[config.mk]
export PLATFORM = sky130hd
export DESIGN_NAME = ram_access_scheduler
export DESIGN_NICKNAME = d
export VERILOG_FILES = /design/src/rtl/ram_access_scheduler.sv
export SDC_FILE = /design/constraint.sdc
export NUM_CORES = 1
export LEC_CHECK = 0
export ABC_AREA = 1
export BUFFER_PORTS_ARGS = -buffer_cell sky130_fd_sc_hd__buf_2
export CORE_MARGIN = 2
export CORE_UTILIZATION = 52
export DETAILED_ROUTE_END_ITERATION = 8
export GPL_TIMING_DRIVEN = 1
export PLACE_DENSITY = 0.88
export SYNTH_ARGS = -nofsm -noshare
export SYNTH_HDL_FRONTEND = slang
export SYNTH_SLANG_ARGS = --single-unit
[constraint.sdc]
create_clock -name clock -period 1.6 [get_ports clock]
set_clock_uncertainty 0.1 [all_clocks]
set_input_delay 0.16 -clock clock [delete_from_list [all_inputs] [get_ports clock]]
set_output_delay 0.16 -clock clock [all_outputs]
set_load 0.05 [all_outputs]
[src/rtl/ram_access_scheduler.sv]
// RAM access scheduler: arbitrates one memory port between SDRAM refresh,
// CPU bus accesses and ROM-download byte writes.
//
// Handshakes (all outputs registered except memory_access_ready):
//   mem_req/mem_we/mem_addr/mem_wdata are held stable from grant until the
//   cycle mem_ack is sampled high; refresh_req is held until refresh_ack.
//   Acks arriving while the matching access is not in flight are ignored.
//   Every completed access spends one cycle in IDLE before the next grant.
module ram_access_scheduler #(
    parameter int REFRESH_INTERVAL = 780
) (
    input  logic        clock,
    input  logic        reset,
    input  logic [19:0] address,
    input  logic [7:0]  internal_data_bus,
    input  logic        memory_read_n,
    input  logic        memory_write_n,
    input  logic        ram_address_select_n,
    input  logic        no_command_state,
    input  logic        ioctl_download,
    input  logic        ioctl_wr,
    input  logic [24:0] ioctl_addr,
    input  logic [7:0]  ioctl_data,
    input  logic        mem_ack,
    input  logic [7:0]  mem_rdata,
    input  logic        refresh_ack,
    output logic        mem_req,
    output logic        mem_we,
    output logic [19:0] mem_addr,
    output logic [7:0]  mem_wdata,
    output logic        refresh_req,
    output logic [7:0]  data_bus_out,
    output logic        memory_access_ready,
    output logic        ioctl_wait,
    output logic        ioctl_overrun
);

    localparam int CW = (REFRESH_INTERVAL > 1) ? $clog2(REFRESH_INTERVAL) : 1;
    localparam logic [CW-1:0] CNT_LAST = CW'(REFRESH_INTERVAL - 1);

    typedef enum logic [1:0] {
        IDLE    = 2'd0,
        REFRESH = 2'd1,
        BUS     = 2'd2,
        DL      = 2'd3
    } state_t;

    state_t          state_q;

    // Refresh timing
    logic [CW-1:0]   cnt_q;
    logic [CW-1:0]   cnt_d;
    logic            cnt_wrap;
    logic            ref_pend_q;

    // Bus side
    logic            rd_prev_q;
    logic            wr_prev_q;
    logic            bus_start;
    logic            bus_pend_q;
    logic [19:0]     bus_addr_q;
    logic [7:0]      bus_wdata_q;
    logic            bus_we_q;
    logic            bus_done_q;
    logic [7:0]      data_bus_out_q;

    // Download buffer
    logic            dl_full_q;
    logic [19:0]     dl_addr_q;
    logic [7:0]      dl_data_q;
    logic            dl_overrun_q;

    // Registered memory-port outputs
    logic            mem_req_q;
    logic            mem_we_q;
    logic [19:0]     mem_addr_q;
    logic [7:0]      mem_wdata_q;
    logic            refresh_req_q;

    // Acks qualified by the state that is waiting for them
    logic            ref_ack_ok;
    logic            bus_ack_ok;
    logic            dl_ack_ok;

    // Upper download address bits lie outside the 1 MiB RAM window
    logic            unused_ioctl_addr_hi;
    assign unused_ioctl_addr_hi = ^ioctl_addr[24:20];

    assign ref_ack_ok = (state_q == REFRESH) && refresh_ack;
    assign bus_ack_ok = (state_q == BUS) && mem_ack;
    assign dl_ack_ok  = (state_q == DL) && mem_ack;

    // New bus command: RAM selected and a strobe falls from the all-high idle
    assign bus_start = !ram_address_select_n
                     && (!memory_read_n || !memory_write_n)
                     && rd_prev_q && wr_prev_q;

    // Refresh interval counter next state and wrap detect
    always_comb begin
        cnt_wrap = (cnt_q == CNT_LAST);
        cnt_d    = cnt_q + 1'b1;
        if (cnt_wrap) begin
            cnt_d = '0;
        end
    end

    // Refresh counter and saturating refresh-pending flag
    always_ff @(posedge clock) begin
        if (reset) begin
            cnt_q      <= '0;
            ref_pend_q <= 1'b0;
        end else begin
            cnt_q <= cnt_d;
            if (cnt_wrap) begin
                ref_pend_q <= 1'b1;
            end else if (ref_ack_ok) begin
                ref_pend_q <= 1'b0;
            end
        end
    end

    // Bus strobe edge tracking, command latch, completion flag and read data
    always_ff @(posedge clock) begin
        if (reset) begin
            // Strobe history resets low so a strobe still held across reset
            // is not taken as a fresh command (abandoned accesses never retry).
            rd_prev_q      <= 1'b0;
            wr_prev_q      <= 1'b0;
            bus_pend_q     <= 1'b0;
            bus_addr_q     <= '0;
            bus_wdata_q    <= '0;
            bus_we_q       <= 1'b0;
            bus_done_q     <= 1'b0;
            data_bus_out_q <= '0;
        end else begin
            rd_prev_q <= memory_read_n;
            wr_prev_q <= memory_write_n;
            if (bus_ack_ok) begin
                bus_pend_q <= 1'b0;
            end else if (bus_start && !bus_pend_q) begin
                bus_pend_q  <= 1'b1;
                bus_addr_q  <= address;
                bus_wdata_q <= internal_data_bus;
                bus_we_q    <= !memory_write_n;
            end
            if (bus_ack_ok) begin
                bus_done_q <= 1'b1;
            end else if (no_command_state || (memory_read_n && memory_write_n)) begin
                bus_done_q <= 1'b0;
            end
            if (bus_ack_ok && !bus_we_q) begin
                data_bus_out_q <= mem_rdata;
            end
        end
    end

    // One-byte download buffer with sticky overrun on any write while full
    always_ff @(posedge clock) begin
        if (reset) begin
            dl_full_q    <= 1'b0;
            dl_addr_q    <= '0;
            dl_data_q    <= '0;
            dl_overrun_q <= 1'b0;
        end else begin
            if (ioctl_wr && dl_full_q) begin
                dl_overrun_q <= 1'b1;
            end
            if (dl_ack_ok) begin
                dl_full_q <= 1'b0;
            end else if (ioctl_wr && ioctl_download && !dl_full_q) begin
                dl_full_q <= 1'b1;
                dl_addr_q <= ioctl_addr[19:0];
                dl_data_q <= ioctl_data;
            end
        end
    end

    // Arbiter FSM: one grant per IDLE visit, refresh > bus > download
    always_ff @(posedge clock) begin
        if (reset) begin
            state_q       <= IDLE;
            mem_req_q     <= 1'b0;
            mem_we_q      <= 1'b0;
            mem_addr_q    <= '0;
            mem_wdata_q   <= '0;
            refresh_req_q <= 1'b0;
        end else begin
            case (state_q)
                IDLE: begin
                    if (ref_pend_q) begin
                        state_q       <= REFRESH;
                        refresh_req_q <= 1'b1;
                    end else if (bus_pend_q) begin
                        state_q     <= BUS;
                        mem_req_q   <= 1'b1;
                        mem_we_q    <= bus_we_q;
                        mem_addr_q  <= bus_addr_q;
                        mem_wdata_q <= bus_wdata_q;
                    end else if (dl_full_q) begin
                        state_q     <= DL;
                        mem_req_q   <= 1'b1;
                        mem_we_q    <= 1'b1;
                        mem_addr_q  <= dl_addr_q;
                        mem_wdata_q <= dl_data_q;
                    end
                end
                REFRESH: begin
                    if (refresh_ack) begin
                        state_q       <= IDLE;
                        refresh_req_q <= 1'b0;
                    end
                end
                BUS, DL: begin
                    if (mem_ack) begin
                        state_q   <= IDLE;
                        mem_req_q <= 1'b0;
                        mem_we_q  <= 1'b0;
                    end
                end
                default: begin
                    state_q <= IDLE;
                end
            endcase
        end
    end

    // Wait-state request straight from the bus so the CPU stalls in the same cycle
    assign memory_access_ready = reset
                               || !(!ram_address_select_n
                                    && (!memory_read_n || !memory_write_n)
                                    && !bus_done_q);

    assign mem_req       = mem_req_q;
    assign mem_we        = mem_we_q;
    assign mem_addr      = mem_addr_q;
    assign mem_wdata     = mem_wdata_q;
    assign refresh_req   = refresh_req_q;
    assign data_bus_out  = data_bus_out_q;
    assign ioctl_wait    = dl_full_q;
    assign ioctl_overrun = dl_overrun_q;

endmodule

# After elaboration in Yosys (flattened, before gate mapping)
# Cells that the tools add are included.
# Widths: inputs -> output; s select.
[op_classes]
add_sub_neg = 1
n_eq_ne = 10
n_mux = 25
bitwise = 3
reduce_logical = 40
[op_table]
columns = ["operator", "count"]
rows = [
  ["$mux 20", 2],
  ["$mux 8", 2],
  ["$logic_and 1x1->1", 13],
  ["$mux 1", 12],
  ["$add 10x1->10 const B", 1],
  ["$eq 10x10->1 const B", 1],
  ["$mux 2", 5],
  ["$reduce_bool 2->1", 5],
  ["$reduce_and 3->1", 3],
  ["$logic_not 1->1", 8],
  ["$ne 2x2->1 const B", 4],
  ["$reduce_or 2->1", 4],
  ["$pmux 1 s2", 3],
  ["$pmux 2 s3", 1],
  ["$eq 2x2->1 const B", 2],
  ["$ne 4x4->1 const B", 1],
  ["$reduce_and 2->1", 2],
  ["$reduce_and 4->1", 1],
  ["$logic_or 1x1->1", 3],
  ["$ne 3x3->1 const B", 1],
  ["$not 1->1", 3],
  ["$eq 2x1->1 const B", 1],
  ["$logic_not 2->1", 1],
]
[word_totals]
regBits = 115
inputBits = 79
output_inout_bits = 42
word_cells = 99

# Logic depth before layout (Yosys ltp)
# Gate-level depths: netlist of run 1.
[depth]
depth_word = 7
mapped_depth = 8
depth_no_buf = 8

# Worst setup path after synthesis of run 1
# Ideal clock, no wire load.
[synth_timing]
path_type = "flip-flop to flip-flop"
start = "register dl_full_q (netlist: ioctl_wait)"
end = "register mem_addr_q[0] (netlist: mem_addr[0])"
setup_time_ns = 0.116
t_arrival_ns = 1.340
required_time_ns = 1.384
path_slack_ns = 0.044
path_stages_with_launch = 7
n_path_buf = 1
synth_period_minus_slack_ns = 1.556
cell_sequence = "dfxtp_1 -> nor2_1 -> nor2_4 -> inv_1 -> buf_2 -> nor2_1 -> nor2_1"
[synth_between]
elab_chain_cells = 2
[synth_lines]
columns = ["item", "line", "text"]
rows = [
  ["from (decl)", "68", "logic dl_full_q;"],
  ["from (signal assigned)", "160", "dl_full_q <= 1'b0;"],
  ["from (signal assigned)", "169", "dl_full_q <= 1'b0;"],
  ["from (signal assigned)", "171", "dl_full_q <= 1'b1;"],
  ["$reduce_bool 2->1 (no source line)", "-", ""],
  ["$reduce_and 3->1 (no source line)", "-", ""],
  ["to (signal assigned)", "197", "mem_addr_q <= bus_addr_q;"],
  ["to (signal assigned)", "203", "mem_addr_q <= dl_addr_q;"],
  ["to (decl)", "76", "logic [19:0] mem_addr_q;"],
]
# No other way between the ends.
# A chain may end at the register's enable or synchronous reset.

# Worst setup path in the final report of run 1
[layout_timing]
start = "register dl_full_q (netlist: ioctl_wait)"
end = "output port ioctl_wait"
[layout_rtl]
columns = ["item", "line", "text"]
rows = [
  ["to (decl)", "34", "output logic ioctl_wait,"],
]
# No word-level cell between the ends.

==> results of run 1 <==
[layout make-up]
type,count,share of cell area (%)
flip-flops and latches,115,35.0
multi-input cells,405,29.5
repair buffers,205,22.2
clock buffers,25,7.35
inverters,49,2.79
well taps,108,2.05
clock inverters,5,1.14
[worst min-delay path, delay by kind of cell]
family | cells | cell delay (ps)
buf+inv | 2 | 290
simple gates | 2 | 170
[power groups by stage]
stage                     logic, W  registers (W)  clock network (W)
after floorplan           0.000469        0.00356                  0
after global placement     0.00113        0.00320                  0
after detailed placement   0.00116        0.00321                  0
after CTS                  0.00131        0.00315            0.00360
after global routing       0.00145        0.00318            0.00375
final                      0.00135        0.00316            0.00359
[registers in the layout, summed over array words and instances (netlist names), 2 cells and up]
signal        flops
cnt_q            10
data_bus_out      8
bus_addr_q       20
bus_wdata_q       8
dl_addr_q        20
dl_data_q         8
mem_wdata         8
state_q           2
mem_addr         20
[logic make-up after synthesis]
| logic type | synth area share [%] |
|---|---|
| simple gates | 21.6 |
| flops | 49.6 |
| compound gates | 19.2 |
| fa+ha+maj | 0.269 |
| xor+xnor | 0.566 |
| buf+inv | 8.81 |
[through the flow]
| stage | TNS (ps) | instances |
|---|---|---|
| finish | 0 | 912 |
| global route | -7.87 | 912 |
| CTS | 0 | 911 |
| detailed placement | 0 | 810 |
| global placement | 0 | 810 |
| floorplan | 0 | 607 |
[what timing repair did]
item	4_1_cts	5_1_grt
hold buffers	71	0
buffers inserted	0	1
endpoints found under the hold margin	74	0
resized for setup	0	5
setup endpoints to repair	0	42
[cells in the final DEF (no fill, tap or decap), types with 2 or more instances in the layout]
master           n
clkinv_2         3
clkbuf_1         4
nand2_1         76
dlygate4sd3_1   71
bufinv_16        2
nand3b_1         2
buf_6            2
a21oi_1         60
nand2_2         14
nor2_1          95
nand3_1         37
clkbuf_16       16
buf_4           15
nor2_4           4
inv_1           46
a21oi_2         10
clkbuf_8         5
xor2_1           2
nand4_1          2
dfxtp_2          2
o21ai_0         85
buf_2          115
dfxtp_1        113
o21ai_1         10
buf_12           2
inv_2            2
[final timing paths]
kind / cells after the start / slack (ps) / endpoint / start
worst max register to register: 5 / 70 / dl_data_q[7] / ioctl_wait
worst min register to register: 2 / 350 / dl_addr_q[12] / dl_addr_q[12]
worst min-delay path: 4 / 60 / state_q[0] / reset
worst max-delay path: 1 / 70 / ioctl_wait / ioctl_wait
[layer usage]
metal	GRT usage [%]	vias to the layer above
met1	31.6	2235
met2	53.3	220
met3	7.73	35
li1	-	2341
met5	0	-
met4	11.7	0
==> flow_metrics.py, run 1 <==
metrics = {
    "detailed_routing": {
        "firstDrtPassIters": 4,
        "met1_length_microns": 5370,
        "via_per_inst": 5.30,
        "wl_met3_microns": 955,
        "wire_per_inst_microns": 15.1,
        "drt_wl_total_microns": 13700,
        "antenna_left": 0,
        "vias": 4831,
        "dr.first_iter.drc_count": 234,
        "top_layer": "met4",
        "drc": 0,
        "wl_met2_microns": 7130,
    },
    "logic_synthesis": {
        "syn-num-nets": 687,
        "syn_avg_cell_area_sq_um": 7.65,
        "ys_seq_elements": 115,
        "yosys_warnings": 0,
        "yosys.area.top_type": "dfxtp_1",
        "synth-edff-count": 0,
        "synthesis.area_sq_mm": 0.00464,
        "async_flop_share_pct": 0,
        "synth.most_common_cell": "dfxtp_1",
        "synth_cell_type_count": 30,
        "postSynthCellCount": 607,
        "netlist.area_leader.share_pct": 49.6,
        "synth_common_cells": "dfxtp_1, nor2_1, o21ai_0, nand2_1, a21oi_1",
        "yosysSeqAreaShare_pct": 49.6,
        "synth.area.top_cells": "dfxtp_1, o21ai_0, nor2_1",
        "synth_flop_cell": "dfxtp_1",
    },
    "sta": {
        "tightest_slew_ps": 485,
        "setup_viol": 0,
        "finalHoldViolCount": 0,
        "maxSlewHeadroom_pct": 67.7,
        "period_share_pct": 95.8,
        "hold_ws_ps": 59.9,
        "fmax_mhz": 652,
        "worst_slack_ps": 67.0,
        "slew_violations": 0,
        "fin_crit_ps": 1530,
    },
    "pwr": {
        "swShare_pct": 27.6,
        "p_switching_w": 0.00223,
        "pwr-share-comb_pct": 16.7,
        "clockPowerShare_pct": 44.3,
        "intPower_w": 0.00587,
        "power_density_mw_per_mm2": 1230,
        "finalPower_w": 0.00810,
        "p_leak_nw": 2.87,
        "power_frac_seq_pct": 39.0,
        "worst_ir_drop_vdd_v": 0.000995,
    },
    "global_route": {
        "grt_max_degree": 42,
        "grt_pass1_wl_microns": 22700,
        "antenna_found_initial": 0,
        "gr-total-overflow": 0,
        "track_usage_pct": 29.0,
        "grt_pass1_vias": 5010,
    },
    "setup_path": {
        "cpLargestDelayFamily": "flip-flops",
        "critPathCaptureType": "output pin",
        "critPathRequiredTime_ps": 1340,
        "cp-start-kind": "flop",
        "crit_buf_inv": 1,
        "arrival_ps": 1270,
        "crit_path_max_incr_delay_ps": 450,
        "critPathKind": "flop to output pin",
        "cp_slowest_cell": "dfxtp_1",
        "worstPathCellList": "buf_2",
        "cp_max_fo": 5,
    },
    "clock_network": {
        "cts_made_buffers": 17,
        "htreeDepth": 4,
        "cts_tree": "done",
        "clkTransAtPathRegs_ps": 50,
        "cts_buffer_depth": 2,
        "clock-sinks": 115,
        "cts_root_buf": "clkbuf_8",
        "clock_latency_ps": 510,
    },
    "cells_and_area": {
        "fillCellCount": 605,
        "multi_input_area_sq_mm": 0.00194,
        "layout-drive-gt1-share_pct": 24.4,
        "final_nets": 873,
        "final_area_sq_mm": 0.00659,
        "regArea_sq_mm": 0.00230,
        "utilization_pct": 75.9,
        "areaGrowthSynthToFinish_pct": 41.8,
        "diodes": 0,
    },
    "die": {
        "initial_core_util_pct": 53.5,
        "fp.dieArea_sq_mm": 0.00970,
        "dieWidth_microns": 98.5,
        "io_pins": 121,
        "die_height_microns": 98.5,
        "core-area_sq_mm": 0.00868,
        "num_rows": 34,
    },
    "status": {
        "status": "finished, final reports clean",
    },
    "place": {
        "dpl_worst_slack_ps": 73.4,
        "place_congestion": 0.814,
        "dp_hpwl_microns": 7860,
        "dpl_cell_area_sq_mm": 0.00529,
        "io_buffers": 115,
    },
    "flow_run": {
        "drv_cap": 0,
    },
    "worst_hold_path": {
        "hp-class": "primary input to flop",
    },
}
Note: power is estimated with default switching activity, not from simulation.
==> inputs of run 2 (changes only) <==
MAX_ROUTING_LAYER = met4   (was default)
SLEW_MARGIN = 10   (was default)
==> run 2 against run 1 <==
Non-clock buffer count unchanged. First-iteration DRC count decreased by 3.8%. Flip-flop and latch count unchanged. Cell count unchanged. Via count decreased by 0.52%. Global-route usage increased by 0.81 points. Critical path type is now flop to flop. Highest routed layer unchanged.
==> flow_metrics.py, run 2 (synthesized netlist as in run 1, its figures left out) <==
metrics = {
    "status": {
        "status": "finished, final reports clean",
    },
    "cells_and_area": {
        "layout-drive-gt1-share_pct": 24.4,
        "areaGrowthSynthToFinish_pct": 41.8,
        "final_common_cell": "buf_2",
        "fillCellCount": 605,
        "utilization_pct": 75.9,
        "final_cells": 912,
        "final_nets": 873,
        "final_cell_mix": "buf_2, dfxtp_1, nor2_1",
        "final_area_sq_mm": 0.00659,
        "diodes": 0,
    },
    "detailed_routing": {
        "dr.first_iter.drc_count": 225,
        "wire_per_inst_microns": 15.1,
        "firstDrtPassIters": 6,
        "antenna_left": 0,
        "drt_wl_total_microns": 13700,
        "drc": 0,
        "vias": 4806,
        "via_per_inst": 5.27,
    },
    "place": {
        "place_inst": 810,
        "dpl_cell_area_sq_mm": 0.00529,
        "io_buffers": 115,
        "dpl_worst_slack_ps": 73.4,
        "place_congestion": 0.826,
        "dp_hpwl_microns": 7860,
    },
    "clock_network": {
        "clkTransAtPathRegs_ps": 50,
        "clock_latency_ps": 510,
        "cts_made_buffers": 17,
        "htreeDepth": 4,
        "cts_buffer_depth": 2,
        "cts_root_buf": "clkbuf_8",
        "clock-sinks": 115,
        "cts_tree": "done",
    },
    "setup_path": {
        "critPathKind": "flop to flop",
        "critPathRequiredTime_ps": 1880,
        "arrival_ps": 1810,
        "cp_max_fo": 40,
        "critPathCaptureType": "flop",
        "cp-start-kind": "flop",
    },
    "global_route": {
        "grt_max_degree": 42,
        "grt_pass1_wl_microns": 22700,
        "track_usage_pct": 29.9,
        "grt_pass1_vias": 5008,
        "gr-total-overflow": 0,
        "antenna_found_initial": 0,
    },
    "die": {
        "core-area_sq_mm": 0.00868,
        "dieWidth_microns": 98.5,
        "initial_core_util_pct": 53.5,
        "fp.dieArea_sq_mm": 0.00970,
        "die_height_microns": 98.5,
        "num_rows": 34,
        "io_pins": 121,
    },
    "sta": {
        "slew_violations": 0,
        "worst_slack_ps": 71.5,
        "tightest_slew_ps": 474,
        "fin_crit_ps": 1530,
        "maxSlewHeadroom_pct": 68.4,
        "period_share_pct": 95.5,
        "fmax_mhz": 654,
        "finalHoldViolCount": 0,
        "setup_viol": 0,
    },
    "pwr": {
        "power_density_mw_per_mm2": 1230,
        "worst_ir_drop_vdd_v": 0.000991,
        "p_leak_nw": 2.87,
    },
    "worst_hold_path": {
        "hp-class": "primary input to flop",
    },
    "flow_run": {
        "drv_cap": 0,
    },
}
run 2: cell counts in the layout (fill, tap and decap cells not counted):
Identical to the previous run, type by type.
run 2: cell type report:
type	count	area, sq um	area share [%]
clock inverters	5	75.1	1.14
clock buffers	25	484	7.35
well taps	108	135	2.05
inverters	49	184	2.79
flip-flops and latches	115	2300	35.0
repair buffers	205	1460	22.2
multi-input cells	405	1940	29.5
run 2: timing repair:
item,4_1_cts,5_1_grt
gates resized for setup,0,5
setup buffers,0,1
hold buffers,71,0
setup endpoints to repair,0,42
endpoints found under the hold margin,74,0
run 2: where the power goes:
| group | switching (W) | total [W] | internal [W] |
|---|---|---|---|
| Clock | 0.00123 | 0.00359 | 0.00235 |
| Combinational | 0.000891 | 0.00135 | 0.000457 |
| Sequential | 0.000106 | 0.00316 | 0.00305 |
| Total | 0.00223 | 0.00810 | 0.00587 |
run 2: path summary, 6_finish.rpt:
kind / depth (start not counted) / from / slack [ps] / endpoint
worst min register to register: 2 / dl_addr_q[12] / 350 / dl_addr_q[12]
worst max-delay path: 5 / ioctl_wait / 70 / dl_data_q[7]
worst max register to register: 5 / ioctl_wait / 70 / dl_data_q[7]
worst min-delay path: 4 / reset / 50 / state_q[0]
run 2: worst max-delay path: stages, from the launching register on:
cell	delay, ps
dfxtp_1	370
nor2_1	220
nand2_2	120
buf_12	190
o21ai_0	330
a21oi_1	70
run 2: layer usage:
layer / track usage, % / part of all wire, % / vias up
met5: - / 0 / -
met2: 53.3 / 52 / 197
met1: 31.5 / 39 / 2231
li1: - / - / 2341
met3: 7.16 / 6.9 / 37
met4: 12.4 / 2.1 / 0
run 2: per-stage QoR:
step / hold slack (ps) / TNS [ps] / power (W)
floorplan: 150 / 0 / 0.00403
global placement: 286 / 0 / 0.00432
detailed placement: 289 / 0 / 0.00437
CTS: 30.7 / 0 / 0.00807
global route: 57.4 / -7.38 / 0.00837
finish: 52.5 / 0 / 0.00810
